==> src/rtl/writeback_commit.sv <==
// rtl/writeback_commit.sv - in-order commit stage with retire counter and post-jump squash

package wb_pkg;
    typedef logic [63:0] word_t;
    typedef logic [63:0] addr_t;

    typedef struct packed {
        logic       reg_write_enable;
        logic [4:0] reg_dest_addr;
        word_t      reg_write_data;
    } reg_writer;

    typedef struct packed {
        logic  do_jump;
        logic  jump_inst;
        addr_t jump_addr;
        word_t inst_counter;
    } jump_writer;

    typedef struct packed {
        word_t new_csrs;
        word_t csr_write_mask;
    } csr_writer;
endpackage

module writeback_commit #(
    parameter int COUNT_W = 64
) (
    input  logic               clk,
    input  logic               reset,
    input  logic               in_valid,
    output logic               in_ready,
    input  wb_pkg::reg_writer  in_reg,
    input  wb_pkg::jump_writer in_jump,
    input  wb_pkg::csr_writer  in_csr,
    input  wb_pkg::addr_t      in_pc,
    input  logic               flush_ack,
    output logic               commit_valid,
    output wb_pkg::addr_t      commit_pc,
    output wb_pkg::reg_writer  reg_wb,
    output wb_pkg::jump_writer jump_wb,
    output wb_pkg::csr_writer  csr_wb,
    output logic [COUNT_W-1:0] retire_count
);
    import wb_pkg::*;

    typedef enum logic {
        ST_RUN    = 1'b0,
        ST_SQUASH = 1'b1
    } state_t;

    state_t state;
    state_t state_next;

    // One-entry commit register; only the fields that reach the outputs are kept.
    logic         cap_valid;
    reg_writer    cap_reg;
    logic         cap_do_jump;
    logic         cap_jump_inst;
    addr_t        cap_jump_addr;
    csr_writer    cap_csr;
    addr_t        cap_pc;
    logic [COUNT_W-1:0] count;

    logic transfer;

    // The incoming inst_counter is recomputed here, so its value is deliberately dropped.
    logic unused_in_inst_counter;
    assign unused_in_inst_counter = ^in_jump.inst_counter;

    assign transfer = in_valid && in_ready;

    // Capture an accepted result and bump the retire counter on the same edge.
    always_ff @(posedge clk or posedge reset) begin
        if (reset) begin
            cap_valid     <= 1'b0;
            cap_reg       <= '0;
            cap_do_jump   <= 1'b0;
            cap_jump_inst <= 1'b0;
            cap_jump_addr <= '0;
            cap_csr       <= '0;
            cap_pc        <= '0;
            count         <= '0;
        end else begin
            cap_valid <= transfer;
            if (transfer) begin
                cap_reg       <= in_reg;
                cap_do_jump   <= in_jump.do_jump;
                cap_jump_inst <= in_jump.jump_inst;
                cap_jump_addr <= in_jump.jump_addr;
                cap_csr       <= in_csr;
                cap_pc        <= in_pc;
                count         <= count + 1'b1;
            end
        end
    end

    // State register for the run/squash machine.
    always_ff @(posedge clk or posedge reset) begin
        if (reset) begin
            state <= ST_RUN;
        end else begin
            state <= state_next;
        end
    end

    // Enter squash after a committed jump; leave it once fetch confirms the flush.
    always_comb begin
        state_next = state;
        case (state)
            ST_RUN: begin
                if (cap_valid && cap_do_jump) begin
                    state_next = ST_SQUASH;
                end
            end
            ST_SQUASH: begin
                if (flush_ack) begin
                    state_next = ST_RUN;
                end
            end
            default: state_next = ST_RUN;
        endcase
    end

    // Input is accepted only while running.
    always_comb begin
        in_ready = 1'b0;
        case (state)
            ST_RUN:    in_ready = 1'b1;
            ST_SQUASH: in_ready = 1'b0;
            default:   in_ready = 1'b1;
        endcase
    end

    // Broadcast the captured entry; side-effecting strobes are gated by commit_valid.
    always_comb begin
        commit_valid = cap_valid;
        commit_pc    = cap_pc;

        reg_wb                  = cap_reg;
        reg_wb.reg_write_enable = cap_valid && cap_reg.reg_write_enable
                                  && (cap_reg.reg_dest_addr != 5'd0);

        jump_wb.do_jump      = cap_valid && cap_do_jump;
        jump_wb.jump_inst    = cap_valid && cap_jump_inst;
        jump_wb.jump_addr    = cap_jump_addr;
        jump_wb.inst_counter = word_t'(count);

        csr_wb.new_csrs       = cap_csr.new_csrs;
        csr_wb.csr_write_mask = cap_valid ? cap_csr.csr_write_mask : '0;

        retire_count = count;
    end

endmodule

==> config.mk <==
export PLATFORM = sky130hd
export DESIGN_NAME = writeback_commit
export DESIGN_NICKNAME = d
export VERILOG_FILES = /design/src/rtl/writeback_commit.sv
export SDC_FILE = /design/constraint.sdc
export NUM_CORES = 1
export LEC_CHECK = 0
export BUFFER_PORTS_ARGS = -buffer_cell sky130_fd_sc_hd__buf_2
export CORE_AREA = 2 2 335 337
export CTS_CLUSTER_DIAMETER = 30
export CTS_CLUSTER_SIZE = 14
export DETAILED_ROUTE_END_ITERATION = 10
export DIE_AREA = 0 0 337 339
export GPL_ROUTABILITY_DRIVEN = 0
export PLACE_DENSITY_LB_ADDON = 0.15
export SYNTH_ARGS = -nofsm -noshare
export SYNTH_HDL_FRONTEND = slang
export SYNTH_SLANG_ARGS = --single-unit
export TNS_END_PERCENT = 10
==> constraint.sdc <==
create_clock -name clk -period 26.9 [get_ports clk]
set_input_delay 5.38 -clock clk [delete_from_list [all_inputs] [get_ports clk]]
set_output_delay 5.38 -clock clk [all_outputs]
set_load 0.02 [all_outputs]
# Word-level counts from Yosys, hierarchy flattened
# Index checks and enable logic that the tools add are counted.
# totals
out_inout_bits,458
ff_bits,394
elab_cells,25
in_bits,396
# op_classes
n_bitwise,1
mux,5
n_reduce_logical,6
add_sub_neg,1
# op_table
op,n
"64-bit by 1-bit adder with 64-bit output, second input constant",1
64-bit two-way mux,1
1-bit logical AND,5
5-bit nonzero test,1
1-bit case mux with 2 select lines,2
1-bit two-way mux,2
1-bit inverter,1

# Longest topological paths before layout
# depth
word_depth,3
ltp_mapped,7
ltp_nobuf,5

# Least setup slack after synthesis
# Ideal clock, no wire load.
# synth_timing
kind,input port to flip-flop
from,input port in_valid
to,register cap_csr[48] (netlist bit)
n_path_buf,3
t_arrival_ns,6.584
path_slack_ns,20.191
cell_stages,5
required_time_ns,26.775
setup_time_ns,0.125
path_cell_list,nor2b_1 clkbuf_1 clkbuf_1 buf_2 mux2_2
# synth_via
elab_chain_cells,1
# synth_rtl
item,line,rtl
from (decl),31,"input logic in_valid,"
1-bit logical AND,71,assign transfer = in_valid && in_ready;
to (signal assigned),91,cap_csr <= in_csr;
to (decl),61,csr_writer cap_csr;
# No other way between the ends.
# A chain may end at the register's enable or synchronous reset.

# Worst setup path in the final report
# layout_timing
from,input port in_valid
to,register cap_jump_addr[43]
# layout_via
elab_chain_cells,1
# layout_rtl
item,line,rtl
1-bit logical AND,71,
to (signal assigned),90,cap_jump_addr <= in_jump.jump_addr;
to (decl),60,addr_t cap_jump_addr;
# No other way between the ends.

==> summary.md <==
| Metric | Value |
|---|---|
| Status | completed |
| Max Root-Sink Buffers | 3 |
| Top cells by count, synth | dfrtp_1 (394), mux2_2 (329), buf_4 (197) |
| Core region area | 0.110 sq mm |
| Cell with the most instances after synthesis | dfrtp_1 |
| Crit Path Max Fanout | just over 60 |
| Final Core Density | 0.231 |
| Vias in the first global route | 13336 |
| I/O pins | between 800 and 900 |
| GRT Overall Usage | 0.101 |
| Hold crit path type | reg -> reg |
| Fmax | 121 MHz |
| Syn_nets | 1633 |
| Post-CTS setup buffer count | 0 |
| Area Overhead vs Synth | 49.7% |
| Setup CP Type | in -> reg |
| Max Cap Viol | 0 |
| Filler cell count | 11877 |
| Chip width | between 300 and 400 microns |
| Setup ws final | 18.66 ns |
| Pre-CTS setup slack | 17.79 ns |
| CTS Sinks | 394 |
| Worst-path clk slew | around 0.040 ns |
| Largest net degree at the start of global routing | between 100 and 150 |
| Detail Route Antenna Nets | 0 |
| Post-Syn Area | 0.0171 sq mm |
| Critical path origin | in_valid |
| Fin nets | approximately 2300 |
| Number of standard cells after synthesis | around 1200 |
| Via count | 12174 |
| Syn Area/Cell | 13.8 sq um |
| Worst r2r path cells | 5 |
| CTS Buf Count | 131 |
| Full die area | 0.114 sq mm |
| Most instantiated flip-flop cell in the synthesis netlist | dfrtp_1 |
| Power Density | 126 mW/mm^2 |
| Reg-to-reg slack, setup | around 23 ns |
| Yosys warning count | 0 |
| Final setup viols | 0 |
| Max reg flops | 69 |
| Synthesis-stage register bit count | 394 |
| Clk_lat worst skew | 0.67 ns |
| Setup TNS | 0 ns |
| Initial DRC Count | ~340 |
| Detailed Route WL | 58900 microns |
| Yosys top cell area share | 0.578 |
| Final clock skew | 0.0176 ns |
| Initial core utilization | 0.155 |
| Crit path time final | 8.24 ns |
| Req. time, crit path | 27.46 ns |
| Fin crit share | 0.306 |
| First-pass GRT wire length | 85700 microns |
| CTS tree | built |
| Share of layout cells above drive strength 1 | 0.664 |
| RSZ-0062 raised after global routing | no |
| Row cnt | ~120 |
| Residual DRC | 0 |
| Hold path start | csr_wb[73] |
| Worst setup SP type | input port |
| Root Buffer | clkbuf_16 |
| Port Buffers | around 790 |
| Worst slew pin tran | 1.04 ns |
| H-tree depth | 4 |
| Grt ovf | 0 |
| Tot Pwr | 3.23 mW |
| Hold endpoint | csr_wb[73] |
| WP data arrival | 8.79 ns |
| Netlist cell types | 31 |
| Slew Viols, Final | 0 |
| TritonRoute pass-1 iters | 4 |
| Pleak | between 10 and 15 nW |
| Final hold violation count | 0 |
| Setup crit end kind | register |
| Routed vias/inst | 3.47 |
| DR WL/cell | 16.8 microns |
| Max IR drop VDD | 54.3 uV |
| Area contributors post-synth | dfrtp_1 (58%), mux2_2 (22%), buf_4 (8.7%), and2_1 (2.5%), xnor2_1 (2.4%) |
| Hold Path Stages | 1 |
| RR Startpoint | state |
| Yosys top cell by area | dfrtp_1 |
| DP HPWL | 43200 microns |
| Synth async-reset ratio | 1.00 |
| Worst r2r dst | cap_jump_addr[43] |
| Worst relative slew slack | 0.304 |
| Hold-fix buffers at CTS | 0 |
| Register area share after synthesis | 0.578 |
| Post_cts resized | 0 |
| Initial antenna violation count | 10 |
| Chip height | 339 microns |
| Number of synthesized flops with an enable pin | 0 |
==> area by class of cell <==
cell class	count	area, sq um	area share
clock buffers	197	3940	0.154
inverters	4	22.5	0.000882
diodes	3	7.51	0.000294
clock inverters	28	334	0.0131
well taps	1488	1860	0.0729
multi-input cells	593	5480	0.214
flip-flops and latches	394	9860	0.386
repair buffers	798	4040	0.158
==> report_power, final <==
group | total (mW) | switching [mW] | internal (mW)
Clock | 1.45 | 0.419 | 1.03
Sequential | 0.912 | 0.112 | 0.800
Combinational | 0.869 | 0.510 | 0.360
==> placed cells by master, fill, tap and decap left out, drive strengths merged, types with 9 or more instances in the layout <==
cell    netlist  layout
clkinv        0      17
and4          9       9
buf         228     798
inv           4      11
clkbuf       17     197
nor2         13      13
nand3        32      32
xnor2        46      46
and3         13      13
and2         69      69
mux2        329     329
dfrtp       394     394
nand2        21      21
nand4        22      22
xor2         16      16
==> worst max-delay path, stage by stage <==
cell     delay [ns]
buf_2          0.09
nor2b_4        0.52
buf_4          0.71
buf_4          0.77
buf_4          0.73
mux2_2         0.42
==> kinds of logic (layout without fill, tap and decap cells) <==
family	after synthesis	in the layout	share of synthesized area
buffers and inverters	249	1027	0.102
AO/OA/AOI/OAI	3	3	0.00117
AND/OR/NAND/NOR	198	198	0.0697
adder cells (fa/ha/maj)	1	1	0.000733
multiplexers	329	329	0.217
XOR/XNOR	62	62	0.0318
other	0	3	0
flip-flops	394	394	0.578
==> routing by layer <==
| layer | up-vias | part of all wire | global-route usage |
|---|---|---|---|
| met5 | - | 0.0013 | 0 |
| met4 | 12 | 0.032 | 0.0485 |
| met3 | 143 | 0.087 | 0.0422 |
| met2 | 558 | 0.53 | 0.183 |
| met1 | 5971 | 0.35 | 0.0992 |
| li1 | 5490 | - | - |
==> worst max-delay path by stage <==
stage,endpoint,slack (ns),depth (start not counted)
6_report,cap_jump_addr[43],18.66,6
5_1_grt,cap_jump_addr[42],18.43,6
4_1_cts,cap_jump_addr[43],18.56,6
3_5_place_dp,cap_jump_addr[43],17.79,6
3_3_place_gp,cap_jump_addr[7],17.84,6
2_1_floorplan,cap_csr[0],10.57,1
==> through the flow <==
stage | hold WS (ns) | cells | area [sq um]
global placement | 0.484 | 3277 | 21300
global route | 0.505 | 3504 | 25500
finish | 0.492 | 3505 | 25500
detailed placement | 0.488 | 3277 | 21300
floorplan | 0.472 | 1236 | 17100
CTS | 0.497 | 3502 | 25500
Power figures use the tool's default switching activity.
